--- config.mk ---
export PLATFORM = sky130hd
export DESIGN_NAME = vedic_seq_divider
export DESIGN_NICKNAME = d
export VERILOG_FILES = /design/src/rtl/vedic_div_pkg.sv /design/src/rtl/div_step.sv /design/src/rtl/vedic_seq_divider.sv
export SDC_FILE = /design/constraint.sdc
export NUM_CORES = 1
export LEC_CHECK = 0
export ABC_CLOCK_PERIOD_IN_PS = 2700
export BUFFER_PORTS_ARGS = -buffer_cell sky130_fd_sc_hd__clkbuf_2
export CORE_MARGIN = 2
export CORE_UTILIZATION = 40
export DETAILED_ROUTE_END_ITERATION = 10
export GPL_ROUTABILITY_DRIVEN = 0
export PLACE_DENSITY = 0.62
export REMOVE_ABC_BUFFERS = 1
export SKIP_LAST_GASP = 1
export SLEW_MARGIN = 20
export SYNTH_ARGS = -nofsm -noshare
export SYNTH_HDL_FRONTEND = slang
export SYNTH_SLANG_ARGS = --single-unit
export TNS_END_PERCENT = 10
--- constraint.sdc ---
create_clock -name clk -period 2.7 [get_ports clk]
set_input_delay 0.405 -clock clk [delete_from_list [all_inputs] [get_ports clk]]
set_output_delay 0.405 -clock clk [all_outputs]
set_load 0.02 [all_outputs]
--- src/rtl/vedic_div_pkg.sv ---
// Shared definitions for the sequential restoring divider.
// Optional build macro: DIV_SELFCHECK_EN (adds the chk_err self-check output).
package vedic_div_pkg;

  // Default dividend/quotient width (also the number of iterations).
  localparam int DW_DEF = 8;
  // Default divisor/remainder width.
  localparam int VW_DEF = 4;

  // Controller states.
  typedef enum logic [1:0] {
    IDLE = 2'd0,
    RUN  = 2'd1,
    DONE = 2'd2
  } state_e;

  // The iteration counter must reach DW itself, so it needs $clog2(DW+1) bits.
  function automatic int cntWidth(input int w);
    return $clog2(w + 1);
  endfunction

  localparam int CW_DEF = cntWidth(DW_DEF);

  // Quotient reported for a zero divisor at the default width.
  localparam logic [DW_DEF-1:0] Q_DBZ = '1;

endpackage

--- src/rtl/div_step.sv ---
// One restoring-division iteration: shift in the next dividend bit,
// then subtract the divisor when it fits.
module div_step #(
  parameter int VW = 4
) (
  input  logic [VW-1:0] rem_i,
  input  logic          dvdBit_i,
  input  logic [VW-1:0] divisor_i,
  output logic [VW-1:0] rem_o,
  output logic          qBit_o
);

  logic [VW:0] shifted;
  logic [VW:0] divExt;

  // The incoming remainder is always below the divisor, so VW+1 bits hold the shifted value.
  assign shifted = {rem_i, dvdBit_i};
  assign divExt  = {1'b0, divisor_i};

  // Compare and conditionally subtract; the result always fits back into VW bits.
  always_comb begin
    qBit_o = 1'b0;
    rem_o  = shifted[VW-1:0];
    if (shifted >= divExt) begin
      qBit_o = 1'b1;
      rem_o  = VW'(shifted - divExt);
    end
  end

endmodule

--- src/rtl/vedic_seq_divider.sv ---
// Sequential restoring divider, one quotient bit per clock, MSB first.
// Optional build macro: DIV_SELFCHECK_EN adds chk_err, a sticky flag raised
// when quotient*divisor+remainder disagrees with the captured dividend.
module vedic_seq_divider
  import vedic_div_pkg::*;
#(
  parameter int DW = DW_DEF,
  parameter int VW = VW_DEF
) (
  input  logic          clk,
  input  logic          rst,
  input  logic          start,
  input  logic [DW-1:0] dividend,
  input  logic [VW-1:0] divisor,
  output logic          busy,
  output logic          done,
  output logic [DW-1:0] quotient,
  output logic [VW-1:0] remainder,
`ifdef DIV_SELFCHECK_EN
  output logic          dbz,
  output logic          chk_err
`else
  output logic          dbz
`endif
);

  localparam int CW = cntWidth(DW);
  localparam logic [CW-1:0] CNT_LAST = CW'(DW);

  state_e        state_q;
  logic [CW-1:0] cnt_q;
  logic [DW-1:0] dvd_q;
  logic [VW-1:0] dvs_q;
  logic [VW-1:0] rem_q;
  logic [DW-1:0] qacc_q;
  logic          zdiv_q;
  logic          busy_q;
  logic          done_q;
  logic [DW-1:0] quot_q;
  logic [VW-1:0] remo_q;
  logic          dbz_q;

  logic [VW-1:0] rem_d;
  logic          qBit_d;
  logic          accept;

  assign accept = ((state_q == IDLE) || (state_q == DONE)) && start;

  div_step #(
    .VW(VW)
  ) u_step (
    .rem_i    (rem_q),
    .dvdBit_i (dvd_q[DW-1]),
    .divisor_i(dvs_q),
    .rem_o    (rem_d),
    .qBit_o   (qBit_d)
  );

  // Controller, datapath and registered outputs. A zero divisor enters RUN with
  // the counter already at its final value, so it finishes one edge after start
  // without ever raising busy. Results are published only on the finishing edge.
  always_ff @(posedge clk or posedge rst) begin
    if (rst) begin
      state_q <= IDLE;
      cnt_q   <= '0;
      dvd_q   <= '0;
      dvs_q   <= '0;
      rem_q   <= '0;
      qacc_q  <= '0;
      zdiv_q  <= 1'b0;
      busy_q  <= 1'b0;
      done_q  <= 1'b0;
      quot_q  <= '0;
      remo_q  <= '0;
      dbz_q   <= 1'b0;
    end else begin
      done_q <= 1'b0;
      case (state_q)
        IDLE, DONE: begin
          if (start) begin
            state_q <= RUN;
            dvd_q   <= dividend;
            dvs_q   <= divisor;
            rem_q   <= '0;
            qacc_q  <= '0;
            busy_q  <= 1'b0;
            if (divisor == '0) begin
              zdiv_q <= 1'b1;
              cnt_q  <= CNT_LAST;
            end else begin
              zdiv_q <= 1'b0;
              cnt_q  <= '0;
            end
          end else begin
            state_q <= IDLE;
          end
        end
        RUN: begin
          if (cnt_q == CNT_LAST) begin
            state_q <= DONE;
            busy_q  <= 1'b0;
            done_q  <= 1'b1;
            if (zdiv_q) begin
              quot_q <= '1;
              remo_q <= '0;
              dbz_q  <= 1'b1;
            end else begin
              quot_q <= qacc_q;
              remo_q <= rem_q;
              dbz_q  <= 1'b0;
            end
          end else begin
            rem_q  <= rem_d;
            dvd_q  <= {dvd_q[DW-2:0], 1'b0};
            qacc_q <= {qacc_q[DW-2:0], qBit_d};
            cnt_q  <= cnt_q + CW'(1);
            busy_q <= 1'b1;
          end
        end
        default: begin
          state_q <= IDLE;
          busy_q  <= 1'b0;
        end
      endcase
    end
  end

  assign busy      = busy_q;
  assign done      = done_q;
  assign quotient  = quot_q;
  assign remainder = remo_q;
  assign dbz       = dbz_q;

`ifdef DIV_SELFCHECK_EN
  localparam int PW = DW + VW;

  logic [DW-1:0] orig_q;
  logic          chkErr_q;
  logic [PW-1:0] chkSum;

  assign chkSum = PW'(quot_q) * PW'(dvs_q) + PW'(remo_q);

  // Keep the untouched dividend, since the working copy is shifted away.
  always_ff @(posedge clk or posedge rst) begin
    if (rst) begin
      orig_q <= '0;
    end else if (accept) begin
      orig_q <= dividend;
    end
  end

  // Reconstruct the dividend during the done cycle; any disagreement latches until reset.
  always_ff @(posedge clk or posedge rst) begin
    if (rst) begin
      chkErr_q <= 1'b0;
    end else if ((state_q == DONE) && !dbz_q && (chkSum != PW'(orig_q))) begin
      chkErr_q <= 1'b1;
    end
  end

  assign chk_err = chkErr_q;
`else
  logic unusedAccept;
  assign unusedAccept = accept;
`endif

endmodule

Word level (Yosys, flattened, before mapping)
Cells that the tools add are included.
{"block": "classes", "n_addsub": 2, "mul": 0, "div": 0, "order_cmp": 1, "eq_ne": 6, "shifts": 0, "mux": 27, "bitwise": 0, "reduce_logical": 7}
{"cell": "8-bit two-way mux", "n": 5}
{"cell": "8-bit case mux with 2 select lines", "n": 2}
{"cell": "4-bit two-way mux", "n": 7}
{"cell": "4-bit case mux with 2 select lines", "n": 2}
{"cell": "1-bit two-way mux", "n": 8}
{"cell": "2-bit != test (second input constant)", "n": 3}
{"cell": "5-bit by 4-bit >= comparator with 1-bit output", "n": 1}
{"cell": "4-bit by 1-bit adder with 4-bit output (second input constant)", "n": 1}
{"cell": "4-bit equality test (second input constant)", "n": 1}
{"cell": "4-bit zero test", "n": 1}
{"cell": "2-bit case mux with 2 select lines", "n": 1}
{"cell": "2-bit AND reduction", "n": 2}
{"cell": "4-bit subtractor", "n": 1}
{"cell": "3-bit AND reduction", "n": 1}
{"cell": "2-bit by 1-bit equality test with 1-bit output (second input constant)", "n": 1}
{"cell": "2-bit equality test (second input constant)", "n": 1}
{"cell": "2-bit zero test", "n": 1}
{"cell": "2-bit two-way mux", "n": 1}
{"cell": "1-bit case mux with 2 select lines", "n": 1}
{"cell": "2-bit nonzero test", "n": 1}
{"cell": "2-bit OR reduction", "n": 1}
{"block": "totals", "regBits": 46, "latchBits": 0, "ram_bits": 0, "romBits": 0, "input_bits": 15, "out_inout_bits": 15, "wordCells": 55, "memories": 0}

Longest topological paths before layout
{"block": "depth", "depth_word": 4, "mapped_depth": 8, "depth_no_buf": 6}

Cells and area by module
Synthesis repeated with hierarchy kept, for this count alone.
{"block": "unflattened", "cells_unflattened": 209, "area_unflattened_um2": 2212.1}
{"mod": "vedic_seq_divider", "n_inst": 1, "cells_each": 181, "area_each_um2": 1988.2, "seq_area_each_um2": 1151.1}
{"mod": "div_step", "n_inst": 1, "cells_each": 28, "area_each_um2": 224.0, "seq_area_each_um2": 0.0}

Least setup slack after synthesis
Ideal clock, no wire load.
{"block": "synth_timing", "path_type": "register -> register", "startpoint": "register dvs_q[1]", "endpoint": "register rem_q[3]", "setup_time_ns": 0.124, "arrival_ns": 1.633, "required_ns": 2.576, "setup_slack_ns": 0.943, "stages_incl_launch_ff": 7, "n_path_buf": 0, "period_less_slack_ns": 1.757, "path_cell_list": "dfrtp_1 -> inv_1 -> ha_1 -> or4_4 -> a21oi_4 -> nor3_2 -> a211o_1"}
{"block": "synth_via", "elab_chain_cells": 4}
{"item": "from (decl)", "line": "vedic_seq_divider.sv:33", "rtl": "logic [VW-1:0] dvs_q;"}
{"item": "from (signal assigned)", "line": "vedic_seq_divider.sv:83", "rtl": "dvs_q <= divisor;"}
{"item": "4-bit subtractor / 5-bit by 4-bit >= comparator with 1-bit output (equally long branches)", "line": "div_step.sv:26, div_step.sv:24"}
{"item": "4-bit two-way mux *", "line": "div_step.sv:24", "rtl": "if (shifted >= divExt) begin"}
{"item": "4-bit two-way mux *", "line": "vedic_seq_divider.sv:99", "rtl": "if (cnt_q == CNT_LAST) begin"}
{"item": "4-bit case mux with 2 select lines *", "line": "vedic_seq_divider.sv:78", "rtl": "case (state_q)"}
{"item": "to (signal assigned)", "line": "vedic_seq_divider.sv:113", "rtl": "rem_q <= rem_d;"}
{"item": "to (decl)", "line": "vedic_seq_divider.sv:34", "rtl": "logic [VW-1:0] rem_q;"}
Every way passes the cells marked *; elsewhere a longest branch is shown, timed or not. The select of a mux whose other input is x is not followed.
A chain may end at the register's enable or synchronous reset.

Worst setup path after layout
{"block": "layout_timing", "startpoint": "register cnt_q[0]", "endpoint": "register rem_q[1]"}
{"block": "layout_via", "elab_chain_cells": 3}
{"item": "from (decl)", "line": "vedic_seq_divider.sv:31", "rtl": "logic [CW-1:0] cnt_q;"}
{"item": "from (signal assigned)", "line": "vedic_seq_divider.sv:116", "rtl": "cnt_q <= cnt_q + CW'(1);"}
{"item": "4-bit equality test", "line": "vedic_seq_divider.sv:99"}
{"item": "2-bit != test (no line)"}
{"item": "3-bit AND reduction (no line)"}
Every way passes these cells.

==> results.json <==
{
  "post_cts_buffers": 0,
  "n_antenna_cell": 0,
  "n_fill_cell": 499,
  "firstDrtPassIters": 4,
  "rows": 26,
  "critPathCaptureType": "flop",
  "cts.sinks": 46,
  "grt_pass1_wl_mm": 7.24,
  "synth.distinct_cells": 40,
  "preCtsSetupSlack_ns": 0.742,
  "p_leak_uw": 0.00120,
  "fin_skew_ns": 0.00947,
  "vias_per_cell": 4.89,
  "synthFlopType": "dfrtp_1",
  "totalWireLength_mm": 4.03,
  "dieArea_um2": 5920,
  "die-height_um": 76.9,
  "finalNonFillerCells": 318,
  "criticalPathCategory": "flop to flop",
  "period_needed_ns": 1.97,
  "clk_pin_slew_ns": 0.09,
  "final_antenna_net_count": 0,
  "syn_area_um2": 2130,
  "cts_made_buffers": 5,
  "irDropWorstVdd_v": 0.000568,
  "clockRootBuffer": "clkbuf_8",
  "rrSetupSlack_ns": 0.73,
  "core-area_um2": 5110,
  "outcome": "finished clean",
  "grt_usage_pct": 15.3,
  "setup_viol": 0,
  "synth_edf_count": 0,
  "vias": 1554,
  "rsz0062_at_grt": "no",
  "syn2layout_area_growth_pct": 14.7,
  "multi_input_area_um2": 887,
  "final_nets": 269,
  "fmaxAchievable_ghz": 0.507,
  "drt_iter0_drc": 68,
  "synth_cells": 220,
  "hold_class": "primary input to async pin",
  "ys_seq_elements": 46,
  "cts.path.max_buffers": 2,
  "dp_hpwl_mm": 2.87,
  "cts_resized": 0,
  "gr-total-overflow": 0,
  "period_share_pct": 73.1,
  "layout_setup_ws_ns": 0.727,
  "worstSkewPairLatency_ns": 0.30,
  "dp.cells": 310,
  "initial_core_util_pct": 41.7,
  "worstPathRequired_ns": 2.90,
  "first_global_vias": 1570,
  "drv_cap": 0,
  "cts_tree": "done",
  "layout-drive-gt1-share_pct": 20.6,
  "wl_per_cell_um": 12.7,
  "cp-start-kind": "flop",
  "yosys_warnings": 0,
  "tns_ns": 0,
  "cts_hold_buf": 0,
  "ys_async_sr_fraction_pct": 100,
  "placed_area_um2": 2330,
  "seq_area_um2": 1150,
  "finalHoldViolCount": 0,
  "reg2reg_depth": 6,
  "htreeDepth": 2,
  "yosysSeqAreaShare_pct": 54.1,
  "syn_area_per_cell_um2": 9.67,
  "drc_errors": 0,
  "antenna_found_initial": 0,
  "ioPinCount": 30,
  "slew_headroom_pct": 37.9,
  "power_density_nw_per_um2": 1300,
  "grt_start_max_net_pins": 47,
  "cp_max_fo": 15,
  "io_buffer_count": 29,
  "fin_area_um2": 2440,
  "hold_ws_ns": 0.288,
  "arrival_ns": 2.18,
  "worst_pin_slew_ns": 0.930,
  "regToRegStartpoint": "cnt_q[0]",
  "fp.dieW_um": 76.9,
  "reg2reg_to": "rem_q[1]",
  "slew_viol_final": 0
}
==> layer usage <==
layer	track usage, %	vias up	part of all wire [%]
li1	-	787	-
met1	20.7	727	49
met2	24.2	33	45
met3	4.12	7	4.6
met4	4.36	0	1.2
met5	0	-	0
==> critical path: stages, from the launching register on <==
cell      delay, ns
dfrtp_1        0.41
inv_1          0.06
ha_1           0.19
nand3b_1       0.29
nand2_2        0.28
or4_1          0.58
o311ai_2       0.08
==> flip-flops by register name, indices dropped and copies added, names as in the netlist, 2 cells and up <==
register	flops
state_q	2
dvd_q	8
remainder	4
cnt_q	4
dvs_q	4
quotient	8
qacc_q	8
rem_q	4
==> area by class of cell <==
type	count	area share (%)
clock buffers	5	2.82
inverters	9	1.38
well taps	70	3.59
repair buffers	32	6.87
flip-flops and latches	46	47.2
multi-input cells	153	36.3
clock inverters	3	1.85
==> power by group <==
group | leakage, uW | switching (uW) | total (uW) | internal (uW)
sequential | 0.000576 | 214 | 1220 | 1000
combinational | 0.000572 | 871 | 1450 | 582
clock | 0.0000504 | 235 | 510 | 275
==> layout by cell type, fill, tap and decap left out, types with 5 or more instances in the layout <==
master,instances
a21oi_1,10
clkbuf_2,29
clkbuf_8,5
dfrtp_1,46
ha_1,6
inv_1,8
nand2_1,50
nand3_1,8
nand3b_1,5
nor2_1,20
o21ai_0,14
==> metrics by stage <==
stage               util (%)  total power (uW)
floorplan                  -              2290
global placement        45.6              2680
detailed placement      45.6              2700
CTS                     47.8              3230
global route            47.8              3500
finish                  47.8              3180
==> how the worst max path moves through the flow <==
stage / start / end / cells after the start
2_1_floorplan: cnt_q[0] / dbz / 5
3_3_place_gp: cnt_q[0] / rem_q[1] / 6
3_5_place_dp: cnt_q[0] / rem_q[2] / 6
4_1_cts: cnt_q[0] / rem_q[2] / 6
5_1_grt: cnt_q[0] / rem_q[1] / 6
6_report: cnt_q[0] / rem_q[1] / 6
==> Yosys cell counts, types with 2 or more instances <==
| master | n | share of area, % |
|---|---|---|
| nand2_1 | 50 | 8.8 |
| dfrtp_1 | 46 | 54 |
| nor2_1 | 20 | 3.5 |
| o21ai_0 | 14 | 3.3 |
| a21oi_1 | 10 | 2.4 |
| inv_1 | 9 | 1.6 |
| nand3_1 | 8 | 1.9 |
| buf_2 | 6 | 1.4 |
| ha_1 | 6 | 3.5 |
| clkbuf_1 | 5 | 0.88 |
| nand3b_1 | 5 | 1.8 |
| a22oi_1 | 4 | 1.4 |
| mux2i_1 | 3 | 1.4 |
| or4_1 | 3 | 1.1 |
| xor2_1 | 3 | 1.2 |
| and2_1 | 2 | 0.59 |
| nand2b_1 | 2 | 0.59 |
| o211ai_1 | 2 | 0.71 |
==> kinds of logic after synthesis <==
logic type	after synthesis	share of synthesized area, %
XOR/XNOR	3	1.23
AND/OR/NAND/NOR	100	21.8
AO/OA/AOI/OAI	39	12.2
flip-flops	46	54.1
buffers and inverters	21	4.23
multiplexers	4	1.94
adder cells (fa/ha/maj)	7	4.47
(Power assumes the default switching activity.)
